`src/rtl/fixed_cossin_pair_seq_pkg.sv`:
```
// Shared sizes and FSM encoding for the cos/sin pair sequencer.
// The cos LUT uses the same constants, so both sides agree on sizes.
package fixed_cossin_pair_seq_pkg;

   localparam int FIXED_W    = 32;
   localparam int LUT_SIZE   = 360;
   localparam int SIN_OFFSET = 270;

   typedef logic [2:0] state_t;

   localparam state_t ST_IDLE    = 3'd0;
   localparam state_t ST_REQ_SIN = 3'd1;
   localparam state_t ST_CAP_COS = 3'd2;
   localparam state_t ST_CAP_SIN = 3'd3;
   localparam state_t ST_HOLD    = 3'd4;

endpackage

```
`src/rtl/angle_mod360.sv`:
```
// Two-stage conditional-subtract reduction of a 0..1023 angle to 0..359.
// Used for input angles and for the +270 sin index wrap.
module angle_mod360
   import fixed_cossin_pair_seq_pkg::*;
(
   input  logic [9:0] angle,
   output logic [8:0] reduced
);

   logic [9:0] s1;
   logic [9:0] s2;

   // Two subtracts cover the whole 10-bit range (1023 - 720 = 303).
   always_comb begin
      s1 = angle;
      if (s1 >= 10'(LUT_SIZE))
         s1 = s1 - 10'(LUT_SIZE);
      s2 = s1;
      if (s2 >= 10'(LUT_SIZE))
         s2 = s2 - 10'(LUT_SIZE);
      reduced = 9'(s2);
   end

endmodule

```
`src/rtl/fixed_cossin_pair_seq.sv`:
```
// Sequences cos and sin reads from a single-port cos LUT and returns
// both values as one {cos, sin} result over valid/ready.
module fixed_cossin_pair_seq
   import fixed_cossin_pair_seq_pkg::*;
#(
   parameter int FW = FIXED_W,
   parameter int AW = 10
) (
   input  logic          clk,
   input  logic          reset,
   input  logic          in_valid,
   output logic          in_ready,
   input  logic [AW-1:0] in_angle,
   output logic [8:0]    lut_idx,
   input  logic [FW-1:0] lut_data,
   output logic          out_valid,
   input  logic          out_ready,
   output logic [FW-1:0] out_cos,
   output logic [FW-1:0] out_sin,
   output logic [8:0]    out_angle
);

   state_t     state;
   logic [8:0] theta;
   logic [8:0] theta_in;
   logic [8:0] sin_idx;
   logic [9:0] angle_ext;
   logic [9:0] sin_sum;

   assign angle_ext = 10'(in_angle);
   assign sin_sum   = {1'b0, theta} + 10'(SIN_OFFSET);
   assign in_ready  = (state == ST_IDLE);
   assign out_angle = theta;

   angle_mod360 u_mod_in (
      .angle   (angle_ext),
      .reduced (theta_in)
   );

   angle_mod360 u_mod_sin (
      .angle   (sin_sum),
      .reduced (sin_idx)
   );

   // Walk one transaction: cos addr, sin addr, capture cos, capture sin,
   // then hold the result until the downstream takes it.
   always_ff @(posedge clk or posedge reset) begin
      if (reset) begin
         state     <= ST_IDLE;
         theta     <= '0;
         lut_idx   <= '0;
         out_cos   <= '0;
         out_sin   <= '0;
         out_valid <= 1'b0;
      end else begin
         case (state)
            ST_IDLE: begin
               if (in_valid) begin
                  theta   <= theta_in;
                  lut_idx <= theta_in;
                  state   <= ST_REQ_SIN;
               end
            end
            ST_REQ_SIN: begin
               lut_idx <= sin_idx;
               state   <= ST_CAP_COS;
            end
            ST_CAP_COS: begin
               out_cos <= lut_data;
               state   <= ST_CAP_SIN;
            end
            ST_CAP_SIN: begin
               out_sin   <= lut_data;
               out_valid <= 1'b1;
               state     <= ST_HOLD;
            end
            ST_HOLD: begin
               if (out_ready) begin
                  out_valid <= 1'b0;
                  state     <= ST_IDLE;
               end
            end
            default: begin
               out_valid <= 1'b0;
               state     <= ST_IDLE;
            end
         endcase
      end
   end

endmodule

```
`config.mk`:
```
export PLATFORM = sky130hd
export DESIGN_NAME = fixed_cossin_pair_seq
export DESIGN_NICKNAME = d
export VERILOG_FILES = /design/src/rtl/fixed_cossin_pair_seq_pkg.sv /design/src/rtl/angle_mod360.sv /design/src/rtl/fixed_cossin_pair_seq.sv
export SDC_FILE = /design/constraint.sdc
export NUM_CORES = 1
export LEC_CHECK = 0
export CAP_MARGIN = 20
export CORE_UTILIZATION = 35
export DETAILED_ROUTE_END_ITERATION = 8
export SKIP_LAST_GASP = 1
export SYNTH_ARGS = -nofsm -noshare
export SYNTH_HDL_FRONTEND = slang
export SYNTH_SLANG_ARGS = --single-unit
```
`constraint.sdc`:
```
create_clock -name clk -period 4 [get_ports clk]
set_input_delay 0.4 -clock clk [delete_from_list [all_inputs] [get_ports clk]]
set_output_delay 0.4 -clock clk [all_outputs]
set_load 0.02 [all_outputs]
```
==> metrics.log, run 1 <==
[metrics] transition at the pin with the smallest max-transition slack: about 580 ps
[metrics] worst-path cell chain: inv_1 -> ha_1 -> xnor2_2 -> ha_1 -> xnor2_1 -> mux2_1 -> a221oi_1 -> o2bb2ai_1 -> nor3_1 -> o21bai_1 -> a41o_1 -> a221o_1
[metrics] DRT iter0 DRCs: roughly 330
[metrics] cell area after synthesis: 4390 um^2
[metrics] Async SR Flop Fraction: 100%
[metrics] drt drc: 0
[metrics] clock insertion delay at the later pin of the skew report: 330 ps
[metrics] number of buffers on the longest clock path: 2
[metrics] initial cell density of the core: a little over a third
[metrics] switching share of power: 41.7%
[metrics] largest net degree at the start of global routing: 34
[metrics] clk_skew: about 6.6 ps
[metrics] Net Count, Synth: 447
[metrics] final period demand of the worst path: 3620 ps
[metrics] number of CTS-inserted buffers: 9
[metrics] cell area after layout: 6100 um^2
[metrics] Core Region: 12,100 um^2
[metrics] Final nets: 569
[metrics] Avg Synthesized Cell Area: 11.1 um^2
[metrics] Final Cycle Share: 90.6%
[metrics] overall routed net length: 11,500 um
[metrics] total die area: 13,000 um^2
[metrics] IO Count: 130
[metrics] hold violation total from the final report: 0
[metrics] Critical Path Slowest Stage Cell: dfrtp_1
[metrics] fraction of final layout cells with drive strength greater than 1: 18.2%
[metrics] Port-buffer cells: 129
[metrics] cell internal power dissipation: between 3000 and 4000 uW
[metrics] final setup violation count: 0
[metrics] number of max-capacitance violations reported: 0
[metrics] clk sinks: 86
[metrics] clock share of power: 12.5%
[metrics] global-route usage over all layers: approximately a fifth
[metrics] Leak: 0.00252 uW
[metrics] post-placement cell area: approximately 5800 um^2
[metrics] vias in the first global route: 3,756
[metrics] data required time at the worst endpoint: 4220 ps
[metrics] proportion of power drawn by combinational gates: 59.9%
[metrics] antenna violations before repair: 0
[metrics] standard-cell rows: 40
[metrics] number of vias per cell after detailed routing: 5.18
[metrics] unrepaired setup endpoints after global routing: false
[metrics] path type of the worst min-delay path: input pin to async pin
[metrics] count of inserted antenna diode cells: 0
[metrics] Remaining Overflow, GRT: 0
[metrics] weighted congestion reported at the end of routability-driven placement: between 0.8 and 0.9
[metrics] Synth Flop Type: dfrtp_1
[metrics] layout overhead on the synthesized area: 39.1%
[metrics] count of flip-flops with a built-in enable after synthesis: 0
[metrics] CTS Root Buffer Type: clkbuf_16
[metrics] post-detailed-placement half-perimeter wirelength: 8510 um
[metrics] category of the critical setup timing path: flip-flop to flip-flop
[metrics] post-detailed-route count of antenna-violating nets: 0
[metrics] PD cells: roughly 1000 nW/um^2
[metrics] endpoint type of the worst setup path: flip-flop
[metrics] number of instances in the synthesized netlist: 396
[metrics] clock-pin slew on the worst setup and hold paths: 60 ps
[metrics] Layout Cells excl Fill: 691
[metrics] count of distinct cell types in the synthesized netlist: 60
[metrics] sequential element share of the synthesized area: between 40% and 50%
[metrics] max-slew violations: 0
[metrics] number of H-tree levels: 3
[metrics] setup tns final: 0 ps
[metrics] Die Span X: 114 um
[metrics] outcome: finished clean
[metrics] Max-slew headroom: 60.6%
[metrics] Max IR drop VDD: 0.427 mV
[metrics] delay of the slowest critical-path stage: 480 ps
[metrics] switching power: 2570 uW
[metrics] CP max FO: 9
[metrics] Seq pwr share: 27.5%
[metrics] via count: 3,576
[metrics] TritonCTS clock tree: built
[metrics] first-pass iteration count of the detailed router: 5
[metrics] Hold WS: 377 ps
[metrics] category of the worst setup path launch point: flip-flop
[metrics] Routed WL per cell: about 17 um
[metrics] vertical die dimension: 114 um
[metrics] FMAX: 276 MHz
[metrics] instance count after placement with tap cells included: 675
[metrics] first-pass GRT wire length: 19,400 um
[metrics] number of synthesis warnings: 0
[metrics] cell repeated most along the worst path: ha_1
[metrics] post-synthesis register bit count: 86
[metrics] arrival time at the worst endpoint: 3840 ps
-- critical path: cells and delay by family (launching register included) --
family                   cells  cell delay [ps]
XOR/XNOR                     2              510
flip-flops                   1              480
adder cells (fa/ha/maj)      2              670
multiplexers                 1              350
AND/OR/NAND/NOR              1              340
AO/OA/AOI/OAI                5             1050
buffers and inverters        1              100
-- area by class of cell --
cell class              count  area (um^2)
clock buffers              13          260
multi-input cells         278         2100
well taps                 168          210
inverters                  10         38.8
clock inverters             3         18.8
flip-flops and latches     86         2150
repair buffers            133         1320
fillers                  1120         6010
-- cell usage in the layout (no fill, tap or decap), drive strengths merged, types with 2 or more instances in the layout --
cell	n
clkbuf	13
nor2	23
ha	5
or3	3
o21ai	18
o21bai	4
o21a	2
or4b	2
a21oi	18
a221oi	3
nand2	29
clkinv	4
clkdlybuf4s50	129
nand2b	9
a31oi	3
xor2	3
mux2i	3
and2	2
nand3	4
nor3	13
nor3b	3
o211ai	7
buf	4
and3	3
xnor2	10
a221o	3
o31a	2
dfrtp	86
a211oi	4
or2	3
mux2	65
nor2b	3
nor4	2
or4	2
inv	9
a21o	10
-- through the flow --
stage / power (uW) / util, % / setup slack (ps)
6_report: 6160 / 50.4 / 377
5_1_grt: 6610 / 50.4 / 21.6
4_1_cts: 6200 / 50.3 / 264
3_5_place_dp: 5390 / 48.0 / 286
3_3_place_gp: 5350 / 48.0 / 421
2_1_floorplan: 4080 / - / 539
-- timing repair --
item                       CTS  global route
hold buffers                 0             0
setup endpoints to repair    0             5
hold endpoints to repair     0             0
resized for setup            0             1
setup buffers                0             0
-- cells in the mapped netlist (all sizes together), types with 2 or more instances --
| cell type | count | area [um^2] |
|---|---|---|
| dfrtp | 86 | 2150 |
| mux2 | 65 | 732 |
| nand2 | 29 | 111 |
| nor2 | 23 | 86.3 |
| a21oi | 18 | 93.8 |
| o21ai | 18 | 90.1 |
| clkbuf | 15 | 56.3 |
| nor3 | 13 | 65.1 |
| a21o | 10 | 75.1 |
| inv | 10 | 37.5 |
| xnor2 | 10 | 87.6 |
| nand2b | 9 | 63.8 |
| buf | 7 | 53.8 |
| o211ai | 7 | 57.6 |
| ha | 5 | 62.6 |
| a211oi | 4 | 30.0 |
| nand3 | 4 | 20.0 |
| o21bai | 4 | 30.0 |
| a221o | 3 | 30.0 |
| a221oi | 3 | 26.3 |
| a31oi | 3 | 18.8 |
| and3 | 3 | 18.8 |
| mux2i | 3 | 30.0 |
| nor2b | 3 | 18.8 |
| nor3b | 3 | 22.5 |
| or2 | 3 | 18.8 |
| or3 | 3 | 23.8 |
| xor2 | 3 | 26.3 |
| and2 | 2 | 12.5 |
| nor4 | 2 | 12.5 |
| o21a | 2 | 15.0 |
| o31a | 2 | 17.5 |
| or4 | 2 | 15.0 |
| or4b | 2 | 20.0 |
-- power by group through the flow --
stage          registers, uW  clock network, uW  logic (uW)
2_1_floorplan           2090                  0        1980
3_3_place_gp            1680                  0        3670
3_5_place_dp            1700                  0        3690
4_1_cts                 1700                795        3710
5_1_grt                 1770                832        4000
6_report                1700                772        3700
-- sequential cells by signal, indices dropped and copies added, names as in the netlist --
register	flops
out_cos	32
out_sin	32
lut_idx	9
out_angle	9
state	3
out_valid	1
-- path summary, 6_finish.rpt --
path / from / end / slack, ps / depth (start not counted)
max: out_angle[1]$_DFFE_PP0P_ / lut_idx[3]$_DFFE_PP0P_ / 380 / 12
min in group clk: lut_idx[7]$_DFFE_PP0P_ / lut_idx[7]$_DFFE_PP0P_ / 500 / 1
max reg2reg: out_angle[1]$_DFFE_PP0P_ / lut_idx[3]$_DFFE_PP0P_ / 380 / 12
min reg2reg: lut_idx[7]$_DFFE_PP0P_ / lut_idx[7]$_DFFE_PP0P_ / 500 / 1
min: reset / out_cos[24]$_DFFE_PP0P_ / 380 / 2
max in group asynchronous: reset / out_cos[21]$_DFFE_PP0P_ / 2870 / 3
-- cells by family (layout without fill, tap and decap cells) --
kind of cell / count (synthesis) / count (layout) / share of synthesized area (%)
muxes: 68 / 68 / 17.4
DFF: 86 / 86 / 49.1
AOI/OAI and AO/OA: 88 / 88 / 14.0
buffers and inverters: 32 / 159 / 3.37
and+or+nand+nor: 104 / 104 / 12.2
adders and majority gates: 5 / 5 / 1.43
xor gates and xnor gates: 13 / 13 / 2.60
-- per-layer routing --
metal	track usage (%)	routed length [um]
met1	23.7	4860
met2	30.3	5440
met3	6.91	1010
met4	7.36	188
met5	0	0
Note: power is estimated with default switching activity, not from simulation.
==> inputs of run 2 (changes only) <==
Settings changed: CTS_CLUSTER_DIAMETER from default to 40, SKIP_LAST_GASP 1 to default.
==> results of run 2 <==
The final DEF is identical to that of run 1; final timing and power are the same.
